### config.mk
export PLATFORM = sky130hd
export DESIGN_NAME = game_flow_controller_flat
export DESIGN_NICKNAME = d
export VERILOG_FILES = /design/src/rtl/game_flow_controller_pkg.sv /design/src/rtl/game_flow_controller_if.sv /design/src/rtl/game_flow_controller_edge_pulse.sv /design/src/rtl/game_flow_controller.sv /design/src/flat_wrapper.sv
export SDC_FILE = /design/constraint.sdc
export NUM_CORES = 1
export LEC_CHECK = 0
export CAP_MARGIN = 20
export CORE_ASPECT_RATIO = 1.75
export CORE_MARGIN = 2
export CORE_UTILIZATION = 55
export CTS_BUF_LIST = sky130_fd_sc_hd__clkbuf_4
export DETAILED_ROUTE_END_ITERATION = 8
export PLACE_DENSITY = 0.84
export SYNTH_ARGS = -nofsm -noshare
export SYNTH_HDL_FRONTEND = slang
export SYNTH_SLANG_ARGS = --single-unit
### constraint.sdc
create_clock -name Clk -period 4.05 [get_ports Clk]
set_input_delay 0.81 -clock Clk [delete_from_list [all_inputs] [get_ports Clk]]
set_output_delay 0.81 -clock Clk [all_outputs]
set_load 0.01 [all_outputs]
### src/rtl/game_flow_controller_pkg.sv
// Shared types and constants for the tank game flow controller.
package game_flow_controller_pkg;

    typedef enum logic [1:0] {
        MENU       = 2'd0,
        PLAY       = 2'd1,
        ROUND_OVER = 2'd2,
        GAME_OVER  = 2'd3
    } game_state_t;

    localparam logic [7:0] KEY_NONE  = 8'h00;
    localparam logic [7:0] KEY_W     = 8'h1A;
    localparam logic [7:0] KEY_S     = 8'h16;
    localparam logic [7:0] KEY_ENTER = 8'h28;
    localparam logic [7:0] KEY_ESC   = 8'h29;

    localparam logic [1:0] MENU_OPT1 = 2'b01;
    localparam logic [1:0] MENU_OPT2 = 2'b10;

    localparam logic [1:0] WIN_NONE = 2'b00;
    localparam logic [1:0] WIN_P1   = 2'b01;
    localparam logic [1:0] WIN_P2   = 2'b10;
    localparam logic [1:0] WIN_DRAW = 2'b11;

    // Score increment that sticks at the winning score instead of wrapping.
    function automatic logic [3:0] sat_inc(input logic [3:0] s, input logic [3:0] lim);
        return (s >= lim) ? lim : s + 4'd1;
    endfunction

    // Winner code from the two scores; both at the limit is a draw.
    function automatic logic [1:0] winner_of(input logic [3:0] s1, input logic [3:0] s2,
                                             input logic [3:0] lim);
        if ((s1 >= lim) && (s2 >= lim)) return WIN_DRAW;
        if (s1 >= lim)                  return WIN_P1;
        if (s2 >= lim)                  return WIN_P2;
        return WIN_NONE;
    endfunction

endpackage

### src/rtl/game_flow_controller_if.sv
// Signal bundle between the game flow controller and the rest of the game.
interface game_flow_controller_if;
    logic       frame_clk;
    logic [7:0] keycode;
    logic       tank1_hit;
    logic       tank2_hit;
    logic       start_game;
    logic [1:0] menu_num;
    logic [9:0] menuboxY;
    logic       freeze;
    logic       round_reset;
    logic [3:0] score1;
    logic [3:0] score2;
    logic       game_over;
    logic [1:0] winner;

    modport master (
        output frame_clk, keycode, tank1_hit, tank2_hit,
        input  start_game, menu_num, menuboxY, freeze, round_reset,
               score1, score2, game_over, winner
    );

    modport slave (
        input  frame_clk, keycode, tank1_hit, tank2_hit,
        output start_game, menu_num, menuboxY, freeze, round_reset,
               score1, score2, game_over, winner
    );
endinterface

### src/rtl/game_flow_controller_edge_pulse.sv
// Rising-edge detector with an optional 2-flop synchroniser in front.
module edge_pulse #(
    parameter bit SYNC_EN = 1'b1
) (
    input  logic Clk,
    input  logic Reset,
    input  logic sig,
    output logic pulse
);
    logic sync1, sync2, prev;
    logic level;

    assign level = SYNC_EN ? sync2 : sig;
    assign pulse = level & ~prev;

    // Synchroniser chain and previous-level register for edge detection.
    always_ff @(posedge Clk or posedge Reset) begin
        if (Reset) begin
            sync1 <= 1'b0;
            sync2 <= 1'b0;
            prev  <= 1'b0;
        end else begin
            sync1 <= sig;
            sync2 <= sync1;
            prev  <= level;
        end
    end
endmodule

### src/rtl/game_flow_controller.sv
// Game sequencer: menu selection, round scoring, inter-round hold and match end.
//
// state      | meaning
// MENU       | menu screen, W/S move the selection, ENTER starts a match
// PLAY       | arena live, first hit ends the round
// ROUND_OVER | motion frozen, holding ROUND_FRAMES frames before re-spawn
// GAME_OVER  | a player reached WIN_SCORE, ENTER returns to the menu
module game_flow_controller
    import game_flow_controller_pkg::*;
#(
    parameter logic [3:0] WIN_SCORE    = 4'd5,
    parameter logic [7:0] ROUND_FRAMES = 8'd120,
    parameter logic [9:0] MENU_BOX_Y1  = 10'd240,
    parameter logic [9:0] MENU_BOX_Y2  = 10'd288
) (
    input  logic                   Clk,
    input  logic                   Reset,
    game_flow_controller_if.slave  bus
);
    game_state_t state, state_nxt;

    logic       start_game_q,  start_game_nxt;
    logic [1:0] menu_num_q,    menu_num_nxt;
    logic [9:0] menuboxY_q,    menuboxY_nxt;
    logic       freeze_q,      freeze_nxt;
    logic       round_reset_q, round_reset_nxt;
    logic [3:0] score1_q,      score1_nxt;
    logic [3:0] score2_q,      score2_nxt;
    logic       game_over_q,   game_over_nxt;
    logic [1:0] winner_q,      winner_nxt;
    logic [7:0] frame_cnt_q,   frame_cnt_nxt;
    logic [7:0] key_prev_q;

    logic frame_tick;
    logic key_press, key_w, key_s, key_enter, key_esc;
    logic any_hit, score_won, round_done, abort;

    edge_pulse #(.SYNC_EN(1'b1)) u_frame_edge (
        .Clk   (Clk),
        .Reset (Reset),
        .sig   (bus.frame_clk),
        .pulse (frame_tick)
    );

    // A key counts once, on the transition out of "no key"; holding it does not repeat.
    assign key_press  = (key_prev_q == KEY_NONE) && (bus.keycode != KEY_NONE);
    assign key_w      = key_press && (bus.keycode == KEY_W);
    assign key_s      = key_press && (bus.keycode == KEY_S);
    assign key_enter  = key_press && (bus.keycode == KEY_ENTER);
    assign key_esc    = key_press && (bus.keycode == KEY_ESC);
    assign abort      = key_esc && (state != MENU);
    assign any_hit    = bus.tank1_hit | bus.tank2_hit;
    assign score_won  = (score1_q >= WIN_SCORE) || (score2_q >= WIN_SCORE);
    assign round_done = frame_tick && (frame_cnt_q == ROUND_FRAMES - 8'd1);

    // State register.
    always_ff @(posedge Clk or posedge Reset) begin
        if (Reset) state <= MENU;
        else       state <= state_nxt;
    end

    // Next-state decode; ESC outranks every other event outside the menu.
    always_comb begin
        state_nxt = state;
        if (abort) begin
            state_nxt = MENU;
        end else begin
            case (state)
                MENU:       if (key_enter) state_nxt = PLAY;
                PLAY:       if (any_hit)   state_nxt = ROUND_OVER;
                ROUND_OVER: begin
                    if (score_won)       state_nxt = GAME_OVER;
                    else if (round_done) state_nxt = PLAY;
                end
                GAME_OVER:  if (key_enter) state_nxt = MENU;
                default:    state_nxt = MENU;
            endcase
        end
    end

    // Next values of the registered outputs, scores and frame counter.
    always_comb begin
        menu_num_nxt    = menu_num_q;
        score1_nxt      = score1_q;
        score2_nxt      = score2_q;
        winner_nxt      = winner_q;
        frame_cnt_nxt   = frame_cnt_q;
        round_reset_nxt = 1'b0;
        if (abort) begin
            score1_nxt    = 4'd0;
            score2_nxt    = 4'd0;
            winner_nxt    = WIN_NONE;
            frame_cnt_nxt = 8'd0;
        end else begin
            case (state)
                MENU: begin
                    if (key_w) menu_num_nxt = MENU_OPT1;
                    if (key_s) menu_num_nxt = MENU_OPT2;
                    if (key_enter) begin
                        score1_nxt      = 4'd0;
                        score2_nxt      = 4'd0;
                        round_reset_nxt = 1'b1;
                    end
                end
                PLAY: begin
                    if (bus.tank2_hit) score1_nxt = sat_inc(score1_q, WIN_SCORE);
                    if (bus.tank1_hit) score2_nxt = sat_inc(score2_q, WIN_SCORE);
                    if (any_hit)       frame_cnt_nxt = 8'd0;
                end
                ROUND_OVER: begin
                    if (score_won) begin
                        winner_nxt = winner_of(score1_q, score2_q, WIN_SCORE);
                    end else if (round_done) begin
                        round_reset_nxt = 1'b1;
                        frame_cnt_nxt   = 8'd0;
                    end else if (frame_tick) begin
                        frame_cnt_nxt = frame_cnt_q + 8'd1;
                    end
                end
                GAME_OVER: begin
                    if (key_enter) begin
                        score1_nxt = 4'd0;
                        score2_nxt = 4'd0;
                        winner_nxt = WIN_NONE;
                    end
                end
                default: ;
            endcase
        end
        start_game_nxt = (state_nxt != MENU);
        freeze_nxt     = (state_nxt != PLAY);
        game_over_nxt  = (state_nxt == GAME_OVER);
        menuboxY_nxt   = (menu_num_nxt == MENU_OPT2) ? MENU_BOX_Y2 : MENU_BOX_Y1;
    end

    // Output and datapath registers.
    always_ff @(posedge Clk or posedge Reset) begin
        if (Reset) begin
            start_game_q  <= 1'b0;
            menu_num_q    <= MENU_OPT1;
            menuboxY_q    <= MENU_BOX_Y1;
            freeze_q      <= 1'b1;
            round_reset_q <= 1'b0;
            score1_q      <= 4'd0;
            score2_q      <= 4'd0;
            game_over_q   <= 1'b0;
            winner_q      <= WIN_NONE;
            frame_cnt_q   <= 8'd0;
            key_prev_q    <= KEY_NONE;
        end else begin
            start_game_q  <= start_game_nxt;
            menu_num_q    <= menu_num_nxt;
            menuboxY_q    <= menuboxY_nxt;
            freeze_q      <= freeze_nxt;
            round_reset_q <= round_reset_nxt;
            score1_q      <= score1_nxt;
            score2_q      <= score2_nxt;
            game_over_q   <= game_over_nxt;
            winner_q      <= winner_nxt;
            frame_cnt_q   <= frame_cnt_nxt;
            key_prev_q    <= bus.keycode;
        end
    end

    assign bus.start_game  = start_game_q;
    assign bus.menu_num    = menu_num_q;
    assign bus.menuboxY    = menuboxY_q;
    assign bus.freeze      = freeze_q;
    assign bus.round_reset = round_reset_q;
    assign bus.score1      = score1_q;
    assign bus.score2      = score2_q;
    assign bus.game_over   = game_over_q;
    assign bus.winner      = winner_q;
endmodule

### src/flat_wrapper.sv
// flat-port wrapper written by rule: the top's interface ports become plain ports
module game_flow_controller_flat import game_flow_controller_pkg::*;
#(
    parameter logic [3:0] WIN_SCORE    = 4'd5,
    parameter logic [7:0] ROUND_FRAMES = 8'd120,
    parameter logic [9:0] MENU_BOX_Y1  = 10'd240,
    parameter logic [9:0] MENU_BOX_Y2  = 10'd288
)
  (Clk, Reset, bus_frame_clk, bus_keycode, bus_tank1_hit, bus_tank2_hit, bus_start_game, bus_menu_num, bus_menuboxY, bus_freeze, bus_round_reset, bus_score1, bus_score2, bus_game_over, bus_winner);
  game_flow_controller_if bus_i ();
  input  logic Clk;
  input  logic Reset;
  input wire logic [$bits(bus_i.frame_clk)-1:0] bus_frame_clk;
  input wire logic [$bits(bus_i.keycode)-1:0] bus_keycode;
  input wire logic [$bits(bus_i.tank1_hit)-1:0] bus_tank1_hit;
  input wire logic [$bits(bus_i.tank2_hit)-1:0] bus_tank2_hit;
  output wire logic [$bits(bus_i.start_game)-1:0] bus_start_game;
  output wire logic [$bits(bus_i.menu_num)-1:0] bus_menu_num;
  output wire logic [$bits(bus_i.menuboxY)-1:0] bus_menuboxY;
  output wire logic [$bits(bus_i.freeze)-1:0] bus_freeze;
  output wire logic [$bits(bus_i.round_reset)-1:0] bus_round_reset;
  output wire logic [$bits(bus_i.score1)-1:0] bus_score1;
  output wire logic [$bits(bus_i.score2)-1:0] bus_score2;
  output wire logic [$bits(bus_i.game_over)-1:0] bus_game_over;
  output wire logic [$bits(bus_i.winner)-1:0] bus_winner;
  assign bus_i.frame_clk = bus_frame_clk;
  assign bus_i.keycode = bus_keycode;
  assign bus_i.tank1_hit = bus_tank1_hit;
  assign bus_i.tank2_hit = bus_tank2_hit;
  assign bus_start_game = bus_i.start_game;
  assign bus_menu_num = bus_i.menu_num;
  assign bus_menuboxY = bus_i.menuboxY;
  assign bus_freeze = bus_i.freeze;
  assign bus_round_reset = bus_i.round_reset;
  assign bus_score1 = bus_i.score1;
  assign bus_score2 = bus_i.score2;
  assign bus_game_over = bus_i.game_over;
  assign bus_winner = bus_i.winner;
  game_flow_controller #(.WIN_SCORE(WIN_SCORE), .ROUND_FRAMES(ROUND_FRAMES), .MENU_BOX_Y1(MENU_BOX_Y1), .MENU_BOX_Y2(MENU_BOX_Y2)) u_core (.Clk(Clk), .Reset(Reset), .bus(bus_i));
endmodule
Word level (Yosys, flattened, before mapping)
Cells that the tools add are included.
{ "classes": {"add_sub_neg": 3, "magnitude_cmp": 2, "muxes": 57, "bitwise": 3, "eq_ne": 19, "reduce_logical": 22} }
{ "op_table": {"columns": ["operator", "count"], "rows": [
  ["$mux W8", 5],
  ["$mux W2", 19],
  ["$mux W4", 7],
  ["$mux W1", 19],
  ["$eq A8 B5 Y1 const B", 2],
  ["$eq A8 B6 Y1 const B", 2],
  ["$pmux W4 S2", 2],
  ["$pmux W8 S2", 1],
  ["$ne A3 B1 Y1 const B", 4],
  ["$mux W9", 1],
  ["$reduce_and A3 Y1", 3],
  ["$reduce_bool A3 Y1", 3],
  ["$add A4 B1 Y4 const B", 2],
  ["$add A8 B1 Y8 const B", 1],
  ["$eq A2 B2 Y1 const B", 4],
  ["$eq A8 B7 Y1 const B", 1],
  ["$ge A4 B3 Y1 const B", 2],
  ["$logic_and A1 B1 Y1", 8],
  ["$logic_not A8 Y1", 1],
  ["$pmux W2 S4", 1],
  ["$reduce_bool A8 Y1", 1],
  ["$ne A3 B2 Y1 const B", 2],
  ["$ne A4 B1 Y1 const B", 1],
  ["$pmux W2 S2", 1],
  ["other kinds (12)", 13]
]} }
{ "totals": {"in_bits": 13, "reg_bits": 47, "out_inout_bits": 26, "wordCells": 121} }

Logic depth before layout (Yosys ltp)
{ "depth": {"depth_word": 21, "ltp_mapped": 9, "mapped_depth_nobuf": 7} }

Hierarchy
Synthesis repeated with hierarchy kept, for this count alone.
{ "hier_totals": {"cells_unflattened": 213, "area_unflattened_um2": 2162.1} }
{ "modules_own_cells": {"columns": ["module", "seq_area_each_um2", "instances", "cells_each", "area_each_um2"], "rows": [
  ["game_flow_controller", 904.6, 1, 208, 2069.5],
  ["edge_pulse", 75.1, 1, 5, 92.6]
]} }

Least setup slack after synthesis
No wires, ideal clock.
{ "synth_timing": {"path_kind": "in2reg", "from": "in bus_keycode[2]", "to": "reg u_core.start_game_q (netlist: u_core.bus.start_game)", "setup_time_ps": 124, "n_path_buf": 0, "path_stages": 5, "setup_slack_ps": 1793, "arrival_ps": 2132, "required_ps": 3926, "path_cell_list": "nor4b_2 -> nand4_2 -> a2111o_1 -> o311a_2 -> or2_1"} }
{ "synth_via": {"elab_chain_cells": 7, "word_cells_on_any_way": 12, "classes_between": "eq/ne (2); mux (4); reduce/logical (6)"} }
{ "synth_rtl": {"columns": ["element", "line_no", "source"], "rows": [
  ["start, declared", "flat_wrapper.sv:14", "input wire logic [$bits(bus_i.keycode)-1:0] bus_keycode;"],
  ["$reduce_bool A8 Y1", "game_flow_controller.sv:46", "assign key_press = (key_prev_q == KEY_NONE) && (bus.keycode != KEY_NONE);"],
  ["$logic_and A1 B1 Y1", "game_flow_controller.sv:46", null],
  ["$logic_and A1 B1 Y1", "game_flow_controller.sv:49", "assign key_enter = key_press && (bus.keycode == KEY_ENTER);"],
  ["$mux W2 (on tied branches)", "game_flow_controller.sv:75, game_flow_controller.sv:69", null],
  ["$pmux W2 S4", "game_flow_controller.sv:68", "case (state)"],
  ["$mux W2 *", "game_flow_controller.sv:65", "if (abort) begin"],
  ["named net u_core.state_nxt[0]", "game_flow_controller.sv:20", "game_state_t state, state_nxt;"],
  ["$reduce_bool A2 Y1 *", "game_flow_controller.sv:130", "start_game_nxt = (state_nxt != MENU);"],
  ["named net u_core.start_game_nxt", "game_flow_controller.sv:22", "logic start_game_q, start_game_nxt;"],
  ["end signal, assigned", "game_flow_controller.sv:151", "start_game_q <= start_game_nxt;"],
  ["end, declared", "game_flow_controller.sv:22", null]
]} }
Mark *: on every way through the listed nets, which the timed path passes. The rest lies on a longest branch.
A chain may end at the register's enable or synchronous reset.

Worst setup path in the final report
{ "layout_timing": {"from": "in bus_keycode[3]", "to": "reg u_core.frame_cnt_q[1]"} }
{ "layout_via": {"elab_chain_cells": 6, "word_cells_on_any_way": 11, "classes_between": "eq/ne (4); mux (1); reduce/logical (6)"} }
{ "layout_rtl": {"columns": ["element", "line_no", "source"], "rows": [
  ["$reduce_bool A8 Y1", "game_flow_controller.sv:46", null],
  ["$logic_and A1 B1 Y1", "game_flow_controller.sv:46", null],
  ["$logic_and A1 B1 Y1 *", "game_flow_controller.sv:50", "assign key_esc = key_press && (bus.keycode == KEY_ESC);"],
  ["$logic_and A1 B1 Y1 *", "game_flow_controller.sv:51", "assign abort = key_esc && (state != MENU);"],
  ["$ne A4 B1 Y1 (no line) (tied with other cells)", null, null],
  ["$reduce_and A4 Y1 (no line)", null, null],
  ["end signal, assigned", "game_flow_controller.sv:160", "frame_cnt_q <= frame_cnt_nxt;"],
  ["end, declared", "game_flow_controller.sv:31", "logic [7:0] frame_cnt_q, frame_cnt_nxt;"]
]} }
Mark *: on every way between the ends. The rest lies on a longest branch, timed or not.

==> results <==
- The run finished with clean final reports.
- The type of the worst setup path is input port to register.
- The post-synthesis cell count is 225.
- Counting the fill cells in the layout gives 303.
- The number of buffers created by CTS is 5.
- After global routing the overflow that remains totals 0.
- The via total after detailed routing is 1875.
- The number of synthesized register bits is 39.
- The required time at the endpoint of the critical path is 4310 ps.
- The congestion estimate from routability-driven global placement came to 0.840.
- The final period demand of the worst path is 2710 ps.
- Derived from the worst setup path, the maximum achievable clock frequency is 369 MHz.
- The count of flip-flops with a built-in enable after synthesis is 0.
- A synthesized cell averages 9.83 sq um.
- The horizontal extent of the die is 51.9 um.
- In this run the deepest clock path goes through 2 buffers.
- The commonest register cell after synthesis is dfrtp_1.
- The endpoint identified for the worst register-to-register timing path is u_core.frame_cnt_q[1]$_DFFE_PP0P_.
- The clock net in this run drives a total of 39 sinks.
- The hold path endpoint is u_core.u_frame_edge.prev$_DFF_PP0_.
- The global routing usage summed across all routing layers is 0.229.
- Counting cells, the worst reg-to-reg path comes to 7.
- The final layout net count is 282.
- Headroom to the max-slew limit came out at 0.501.
- The synthesized design spends more area on one cell type than any other, namely dfrtp_1.
- The die covers 4560 sq um.
- The detailed placement HPWL is 3550 um.
- After synthesis, the cell types taking the most area are dfrtp_1, ha_1, nand3_1, dfstp_2, inv_1.
- The area growth from synthesis to final layout is 17.1%.
- After layout, the design draws a total of 1.40 mW.
- Yosys printed 0 warnings.
- The final layout contains routed wiring with a total length of 4750 um.
- The cell area after synthesis is 2210 sq um.
- The critical path starts at bus_keycode[3].
- The data arrival at the endpoint of the critical path is 2970 ps.
- The worst hold path was traced through 0 stages.
- The first-pass iteration count of the detailed router is 5.
- The vertical die dimension is 87.9 um.
- The share of flip-flops with an asynchronous set or reset is 1.00.
- The worst-case IR drop observed on VDD is 0.370 mV.
- The first global-routing pass estimated 7850 um of wire.
- By count the netlist is led by dfrtp_1, nand3_1, inv_1.
- The clock tree synthesis step divided the H-tree into 2 levels.
- The max-slew violation count is 0.
- The root buffer cell chosen for the clock tree is clkbuf_4.
- For this configuration, the core starts out at a cell density of 0.572.
- The number of buffers added to fix hold violations after cts is 0.
- The clock tree from TritonCTS is built.
- The tool flagged a number of max-cap violations equal to 0.
- After clock tree synthesis, the setup repair step added 0 buffers.
- The slew at the pin closest to its max-slew limit is 743 ps.
- In the routed design, unresolved DRC markers number 0.
- Dividing the detail-routed via count by the number of cells gives 6.15.
- After floorplanning, the core was divided into 30 placement rows.
- The detail route stage leaves a number of antenna-violating nets equal to 0.
- In the final routed layout, each cell accounts on average for 15.6 um.
- Of all nets on the critical path, the largest fanout is 20.
- The critical path capture point type is a register.
- Of the cells placed in the final design, the portion with a size suffix greater than 1 is 0.0895.
- The total of endpoints with negative setup slack in the final report is 0.
- The number of distinct library cells after synthesis is 49.
- Setup repair after global routing left no endpoint under its margin.
- The startpoint type of the worst setup path is an input port.
- The launch instance of the worst register-to-register path is u_core.state[1]$_DFF_PP0_.
- The antenna diode count is 0.
- The clock latency on the worst-skew pair is 350 ps.
- The clock skew after layout is 18.3 ps.
- After the first detailed-routing iteration, the DRC count stood at 81.
- For this design the ratio of total power to cell area is 539 nW/um^2.
- Adding up every negative setup slack in the final design gives 0 ps.
- The number of global-route vias before repair is 1728.
- The final-report hold violation count is 0.
- In this run the most critical hold path is launched from u_core.u_frame_edge.level$_DFF_PP0_.
- The most frequently used cell type in the post-synthesis netlist is dfrtp_1.
- Entering global routing, the biggest net connects 40 pins.
- The number of antenna violations at the first check in global routing is 0.
- The final period utilization is 0.670.
- The leakage power is 1.14 nW.
- The fraction of synthesized cell area taken by the top area cell type is 0.407.
- The tightest min-delay check is of the register to register type.
- The number of buffers inserted by port buffering is 32.
- The worst register-to-register path has a setup slack of 1550 ps.
- The post-cts resize count is 0.
- The clock edge transition at the registers on the reported setup and hold paths is 120 ps.
- The core region is 3870 sq um.
- The number of top-level pins is 39.
- Of the synthesized area, sequential elements account for 0.443.
cells in the final DEF, fill, tap and decap left out, types with 3 or more instances in the layout:
master	n
o21a_1	3
dfstp_2	3
nand3_1	21
a21oi_1	6
nor2_1	15
nor3b_1	3
o21ai_1	4
clkdlybuf4s50_1	32
a21o_1	3
a31oi_1	6
dfrtp_1	36
o31ai_1	4
inv_1	18
clkbuf_4	7
o21ai_0	7
conb_1	6
nor4b_2	3
nand2b_1	4
ha_1	13
nand2_1	10
nand4_1	10
metrics by stage:
step | setup WS, ps | utilization | hold WS [ps] | cell area (sq um) | cells
after floorplan | 1790 | - | 331 | 2230 | 229
after global placement | 1090 | 0.655 | 333 | 2530 | 297
after detailed placement | 1000 | 0.655 | 344 | 2530 | 297
after CTS | 1390 | 0.670 | 362 | 2590 | 305
after global routing | 1220 | 0.670 | 372 | 2590 | 305
final | 1340 | 0.670 | 358 | 2590 | 305
state kept, by name, indices dropped and copies added (netlist names):
signal                     cells
u_core.bus.round_reset         1
u_core.bus.freeze              1
u_core.state                   2
u_core.bus.score2              4
u_core.bus.start_game          1
u_core.frame_cnt_q             8
u_core.u_frame_edge.sync1      1
u_core.bus.game_over           1
u_core.bus.menu_num            2
u_core.u_frame_edge.prev       1
u_core.bus.winner              2
u_core.bus.menuboxY            2
u_core.key_prev_q              8
u_core.bus.score1              4
u_core.u_frame_edge.level      1
critical path, stage by stage:
cell and delay (ps):
clkdlybuf4s50_1 570, nor4b_2 340, nand4_1 210, or2_1 500, nand2_1 200, mux2_2 340
cell type report:
| cell class | count | area (sq um) | share of cell area |
|---|---|---|---|
| clock inverter | 1 | 5.00 | 0.00193 |
| tap | 48 | 60.1 | 0.0232 |
| inverter | 18 | 67.6 | 0.0261 |
| multi-input combinational | 159 | 1100 | 0.424 |
| clock buffer | 7 | 52.6 | 0.0203 |
| sequential | 39 | 980 | 0.378 |
| timing repair buffer | 33 | 328 | 0.127 |
logic make-up after synthesis:
logic type,synth area share
simple gates,0.245
fa+ha+maj,0.0736
compound gates,0.158
other cells,0.00340
buf+inv,0.0673
mux,0.00962
flops,0.443
worst max-delay path by stage:
stage	end	slack, ps	depth (start not counted)
3_5_place_dp	u_core.frame_cnt_q[1]$_DFFE_PP0P_	1000	6
2_1_floorplan	u_core.bus.start_game$_DFF_PP0_	1790	5
3_3_place_gp	u_core.frame_cnt_q[1]$_DFFE_PP0P_	1090	6
4_1_cts	u_core.frame_cnt_q[1]$_DFFE_PP0P_	1390	6
5_1_grt	u_core.frame_cnt_q[1]$_DFFE_PP0P_	1220	6
6_report	u_core.frame_cnt_q[1]$_DFFE_PP0P_	1340	6
routing by layer:
metal / vias up / track usage / wire (um)
met3: 24 / 0.0375 / 208
met4: 0 / 0.144 / 225
met1: 905 / 0.265 / 1840
li1: 880 / - / -
met2: 66 / 0.386 / 2480
met5: - / 0 / 0
power breakdown:
group	switching, mW	total [mW]	internal, mW
Sequential	0.0621	0.518	0.456
Clock	0.125	0.206	0.0811
Combinational	0.379	0.673	0.294
Total	0.566	1.40	0.831
(Power assumes the default switching activity.)
